## src/rtl/uart_frame_parser.sv

```systemverilog
// uart_frame_parser: hunts for a sync byte in the UART byte stream, assembles
// the block-header payload, checks the trailing XOR checksum, and hands the
// verified header to the hashing core. Checksum, timeout and overrun errors
// are flagged on a one-cycle strobe with a sticky code.
//
// Output handshake: o_frame_vld is raised with ov_frame_data when a verified
// frame is loaded and is held, with the data stable, until a cycle where
// o_frame_vld && i_frame_rdy (the transfer). The slot counts as free in a
// transfer cycle, so a new frame may be loaded in that same cycle.
module uart_frame_parser #(
    parameter string IS_SIM            = "TRUE",
    parameter int    UART_DATA_WID     = 8,
    parameter int    FRAME_BYTE_NUM    = 82,
    parameter logic [UART_DATA_WID-1:0] SYNC_BYTE = 8'h55,
    parameter int    TIMEOUT_CNT_NUM   = (IS_SIM == "TRUE") ? 200 : 100000,
    parameter int    PAYLOAD_WID       = (FRAME_BYTE_NUM - 2) * UART_DATA_WID
) (
    input  logic                     clk,
    input  logic                     rst,
    input  logic [UART_DATA_WID-1:0] iv_rx_data,
    input  logic                     i_rx_data_vld,
    output logic [PAYLOAD_WID-1:0]   ov_frame_data,
    output logic                     o_frame_vld,
    input  logic                     i_frame_rdy,
    output logic                     o_frame_err,
    output logic [1:0]               ov_err_code,
    output logic [1:0]               dbg_state
);

    localparam int TO_W   = $clog2(TIMEOUT_CNT_NUM);
    localparam int BCNT_W = $clog2(FRAME_BYTE_NUM);

    localparam logic [TO_W-1:0]   TO_LAST   = TO_W'(TIMEOUT_CNT_NUM - 1);
    localparam logic [BCNT_W-1:0] BYTE_LAST = BCNT_W'(FRAME_BYTE_NUM - 3);

    localparam logic [1:0] ERR_CHKSUM  = 2'b01;
    localparam logic [1:0] ERR_TIMEOUT = 2'b10;
    localparam logic [1:0] ERR_OVERRUN = 2'b11;

    typedef enum logic [1:0] {
        ST_IDLE = 2'd0,
        ST_RECV = 2'd1,
        ST_CHK  = 2'd2
    } state_t;

    state_t                   state, state_nxt;
    logic [BCNT_W-1:0]        byte_cnt;
    logic [TO_W-1:0]          to_cnt;
    logic [UART_DATA_WID-1:0] xor_acc;
    logic [PAYLOAD_WID-1:0]   asm_reg;

    logic       start_frame;
    logic       shift_en;
    logic       load_frame;
    logic       err_set;
    logic [1:0] err_code_nxt;
    logic       slot_free;

    assign dbg_state = state;
    assign slot_free = !o_frame_vld || i_frame_rdy;

    // Next-state and datapath control decode.
    always_comb begin
        state_nxt    = state;
        start_frame  = 1'b0;
        shift_en     = 1'b0;
        load_frame   = 1'b0;
        err_set      = 1'b0;
        err_code_nxt = ov_err_code;
        case (state)
            ST_IDLE: begin
                if (i_rx_data_vld && (iv_rx_data == SYNC_BYTE)) begin
                    start_frame = 1'b1;
                    state_nxt   = ST_RECV;
                end
            end
            ST_RECV: begin
                if (i_rx_data_vld) begin
                    shift_en = 1'b1;
                    if (byte_cnt == BYTE_LAST) begin
                        state_nxt = ST_CHK;
                    end
                end else if (to_cnt == TO_LAST) begin
                    state_nxt    = ST_IDLE;
                    err_set      = 1'b1;
                    err_code_nxt = ERR_TIMEOUT;
                end
            end
            ST_CHK: begin
                if (i_rx_data_vld) begin
                    state_nxt = ST_IDLE;
                    if (iv_rx_data != xor_acc) begin
                        err_set      = 1'b1;
                        err_code_nxt = ERR_CHKSUM;
                    end else if (slot_free) begin
                        load_frame = 1'b1;
                    end else begin
                        err_set      = 1'b1;
                        err_code_nxt = ERR_OVERRUN;
                    end
                end else if (to_cnt == TO_LAST) begin
                    state_nxt    = ST_IDLE;
                    err_set      = 1'b1;
                    err_code_nxt = ERR_TIMEOUT;
                end
            end
            default: begin
                state_nxt = ST_IDLE;
            end
        endcase
    end

    // FSM state register.
    always_ff @(posedge clk or posedge rst) begin
        if (rst) begin
            state <= ST_IDLE;
        end else begin
            state <= state_nxt;
        end
    end

    // Byte counter, running checksum and payload assembly register.
    always_ff @(posedge clk or posedge rst) begin
        if (rst) begin
            byte_cnt <= '0;
            xor_acc  <= '0;
            asm_reg  <= '0;
        end else if (start_frame) begin
            byte_cnt <= '0;
            xor_acc  <= '0;
        end else if (shift_en) begin
            byte_cnt <= byte_cnt + BCNT_W'(1);
            xor_acc  <= xor_acc ^ iv_rx_data;
            asm_reg  <= {asm_reg[PAYLOAD_WID-UART_DATA_WID-1:0], iv_rx_data};
        end
    end

    // Inter-byte idle counter; only meaningful while a frame is in flight.
    always_ff @(posedge clk or posedge rst) begin
        if (rst) begin
            to_cnt <= '0;
        end else if ((state == ST_IDLE) || i_rx_data_vld || (state_nxt == ST_IDLE)) begin
            to_cnt <= '0;
        end else begin
            to_cnt <= to_cnt + TO_W'(1);
        end
    end

    // Output slot: load on a verified frame, release on transfer.
    always_ff @(posedge clk or posedge rst) begin
        if (rst) begin
            ov_frame_data <= '0;
            o_frame_vld   <= 1'b0;
        end else if (load_frame) begin
            ov_frame_data <= asm_reg;
            o_frame_vld   <= 1'b1;
        end else if (i_frame_rdy) begin
            o_frame_vld   <= 1'b0;
        end
    end

    // Error strobe with a code that persists until the next error.
    always_ff @(posedge clk or posedge rst) begin
        if (rst) begin
            o_frame_err <= 1'b0;
            ov_err_code <= 2'b00;
        end else begin
            o_frame_err <= err_set;
            if (err_set) begin
                ov_err_code <= err_code_nxt;
            end
        end
    end

endmodule

```

## config.mk

```make
export PLATFORM = sky130hd
export DESIGN_NAME = uart_frame_parser
export DESIGN_NICKNAME = d
export VERILOG_FILES = /design/src/rtl/uart_frame_parser.sv
export SDC_FILE = /design/constraint.sdc
export NUM_CORES = 2
export LEC_CHECK = 0
export ABC_AREA = 0
export CAP_MARGIN = 20
export CORE_UTILIZATION = 61
export CTS_BUF_LIST = sky130_fd_sc_hd__clkbuf_8
export DETAILED_ROUTE_END_ITERATION = 10
export GPL_TIMING_DRIVEN = 0
export PLACE_DENSITY = 0.87
export SLEW_MARGIN = 20
export SYNTH_ARGS = -nofsm -noshare
export SYNTH_HDL_FRONTEND = slang
export SYNTH_SLANG_ARGS = --single-unit
```

## constraint.sdc

```tcl
create_clock -name clk -period 69.6 [get_ports clk]
set_input_delay 10.44 -clock clk [delete_from_list [all_inputs] [get_ports clk]]
set_output_delay 10.44 -clock clk [all_outputs]
set_load 0.05 [all_outputs]
```

==> results.md <==
* Worst Tran Pin Value at 804 ps
* CP max stage delay at between 400 and 500 ps
* DP Wirelength at roughly 83 mm
* DRC Markers at 0
* Initial Util at 62.1%
* Synth Area per Inst at roughly 17 um2
* Met3 wire length at between 8 and 9 mm
* Crit-path slowest cell: clkdlybuf4s50_1
* Pleak at 32.2 nW
* Buffers on Ports at between 600 and 700
* Total CTS buffers at slightly below 200
* Post-Synth Adder-Cell Area at 0.152%
* Area of the multi-input gates at between 15,000 and 20,000 um2
* DRT iter0 DRCs at between 1,000 and 1,500
* Max-slew violations at 0
* Most frequent cells in the layout: dfrtp_1 (1,309), mux2_2 (725), clkdlybuf4s50_1 (656)
* CTS tree: built
* Overall routing resource usage at roughly 30%
* Max_slew headroom at between 40% and 50%
* Buf+Inv Stages, Crit Path at 7
* Die X at 286 um
* Dpl cells at about 4,600
* Metal-1 WL at between 40 and 50 mm
* Post-CTS setup buffers at 0
* R2R cell count at 9
* Core Footprint at approximately 79,000 um2
* Clock sink count at approximately 1,300
* Final Non-Filler Cells at ~5,000
* Clock Latency Late Sink at about 840 ps
* Peak VDD IR at roughly 0.023 mV
* Cell variety after synth at 40
* Mux cell area share after synthesis at slightly below 30%
* Total power density per cell area at 24.0 nW/um2
* Status: completed
* First-pass GRT wire length at 186 mm
* Drt pass-1 iters at 4
* Wirelength per Cell at around 24 um
* Gate Count Post-Synth at about 2,900
* Share of cells above drive strength 1 at between 30% and 40%
* Ports at about 660
* Final hold vios at 0
* Routed vias at around 28,000
* Post-Synth XOR/XNOR Area at 0.498%
* DR top layer: met4
* Critical Path AT at approximately 14,000 ps
* Crit-path max FO at 107
* Tmin final at 12,850 ps
* Synth-to-layout area growth at 25.5%
* Worst path depth at 7
* Largest net degree at the start of global routing at about 110
* Worst Skew at around 63 ps
* Htree depth at 4
* Most common cell after layout, fill and taps aside: dfrtp_1
* Synth Register Bits at ~1,300
* Unrepaired setup endpoints after global routing: false
* Via density at around 5.6
* Setup violations, final at 0
* Hold path cells at 1
* Most frequent CP cell: buf_16
* Fillers at ~4,300
* Number of max-cap violations at 0
* Req. time, crit path at 70,540 ps
* Number of global-route vias before repair at around 30,000
* CTS max path bufs at 3
* Final worst-path cycle share at around 18%
* Ys Warns at 0
* Crit Path Category: in -> async
* Synth Area in Compound Gates at less than 1%
* Critical Path Sink Type: async pin
* Initial antenna violation count at 2
* Register area at about 33,000 um2
* FP Rows at slightly above 100
* Fin nets at 3,755
* Largest family of logic cells by synthesized area: multiplexers
* Cts repair resizes at 0
* Post-DRT Antenna Nets at 0
* Root Driver: clkbuf_8
* Gr ovfl total at 0
* Syn nets at between 2,000 and 3,000
* Synth Area in Simple Gates at less than 1%
* Routability cong. at 0.860
* Crit-path leading delay family: buffers and inverters
* Hold_buf cts at 0
* HP Class: reg -> reg
* DR WL met2 at between 50 and 60 mm
* Critical path launch point type: primary input
* Clock-pin slew on the worst setup and hold paths at approximately 60 ps
* Fmax at slightly below 80 MHz
* Chip height at 286 um
* Final WL at about 120 mm
* Die ar. at 81,900 um2
* Post-synthesis sequential area ratio at approximately two thirds
* Critical-path cell list: clkdlybuf4s50_1 > inv_8 > buf_16 > buf_16 > buf_16 > buf_16 > buf_16
* Synth Cell Area at a little under 50,000 um2
* TNS Setup at 0 ps
-- worst reg2reg max path, cell delays in order (launching register included) --
cell and delay, ps:
dfrtp_1 470, inv_1 100, ha_1 270, nand2_1 130
nor2b_1 60, nand4_1 100, buf_2 580, buf_6 310
buf_6 260, mux2_1 370
-- cells in the mapped netlist --
cell	count	area, um2
and2_1	3	18.8
or2_2	1	6.26
and3_1	4	25.0
a2bb2oi_1	1	8.76
a32oi_1	1	8.76
xor2_1	24	210
a211oi_1	1	7.51
buf_4	56	420
nor3_1	2	10.0
o221a_2	1	11.3
mux2_1	551	6200
a21bo_2	3	30.0
a311o_1	1	10.0
a21oi_1	2	10.0
a21o_1	1	7.51
nand2b_1	3	18.8
nand3_1	7	35.0
o21ai_0	2	10.0
ha_1	6	75.1
buf_2	22	110
nand2_1	18	67.6
xnor2_1	4	35.0
nor2_1	26	97.6
nor4_2	2	25.0
nor2b_1	2	12.5
nand4_1	4	25.0
mux2_2	725	8160
nor3b_1	1	7.51
clkbuf_1	5	18.8
nand4bb_1	1	11.3
buf_6	64	721
o21bai_1	1	7.51
or3_1	1	6.26
nor4_1	1	6.26
a22o_1	2	17.5
dfrtp_1	1309	32800
o2bb2ai_1	1	8.76
and4_1	1	8.76
inv_1	6	22.5
o22ai_1	1	6.26
-- where the power goes --
group / leakage, nW / total, mW / switching, mW / internal (mW)
Clock: 2.44 / 0.664 / 0.301 / 0.363
Combinational: 11.4 / 0.0429 / 0.0274 / 0.0155
Sequential: 18.3 / 0.773 / 0.00553 / 0.768
-- logic make-up after synthesis --
logic type | after synthesis
AOI/OAI and AO/OA | 18
xor gates and xnor gates | 28
adders and majority gates | 6
buffers and inverters | 153
DFF | 1309
muxes | 1276
and+or+nand+nor | 77
-- stage by stage --
step                instance area [um2]  total power, mW  worst slack (ps)  hold WS (ps)  util [%]
floorplan                         49300            0.819             22260           425         -
global placement                  57100            0.830              9270           438      72.0
global route                      61800             1.53             56310           479      77.9
finish                            61800             1.48             56750           453      77.9
CTS                               61800             1.49             56710           457      77.9
detailed placement                57500            0.831             55800           449      72.4
-- layer usage --
layer  vias up  track usage [%]
met5         -                0
met4         0             17.3
met3       296             8.59
met2       826             48.2
met1     14500             36.5
li1      11900                -
-- final timing paths --
| path | start | endpoint | slack (ps) |
|---|---|---|---|
| min in group asynchronous | rst | asm_reg[547] | 10100 |
| max | rst | ov_frame_data[18] | 56750 |
| max reg2reg | dbg_state[0] | ov_frame_data[2] | 66840 |
| max in group clk | ov_frame_data[397] | ov_frame_data[397] | 56980 |
| min | to_cnt[0] | to_cnt[0] | 450 |
| min reg2reg | to_cnt[0] | to_cnt[0] | 450 |
-- cell type report --
cell class	count	area share, %
antenna	3	0.0121
clock inverter	90	0.935
tap	1050	2.12
sequential	1309	53.0
timing repair buffer	669	11.2
multi-input combinational	1405	24.6
inverter	6	0.0486
clock buffer	271	6.03
buffer	147	2.05
(Power assumes the default switching activity.)
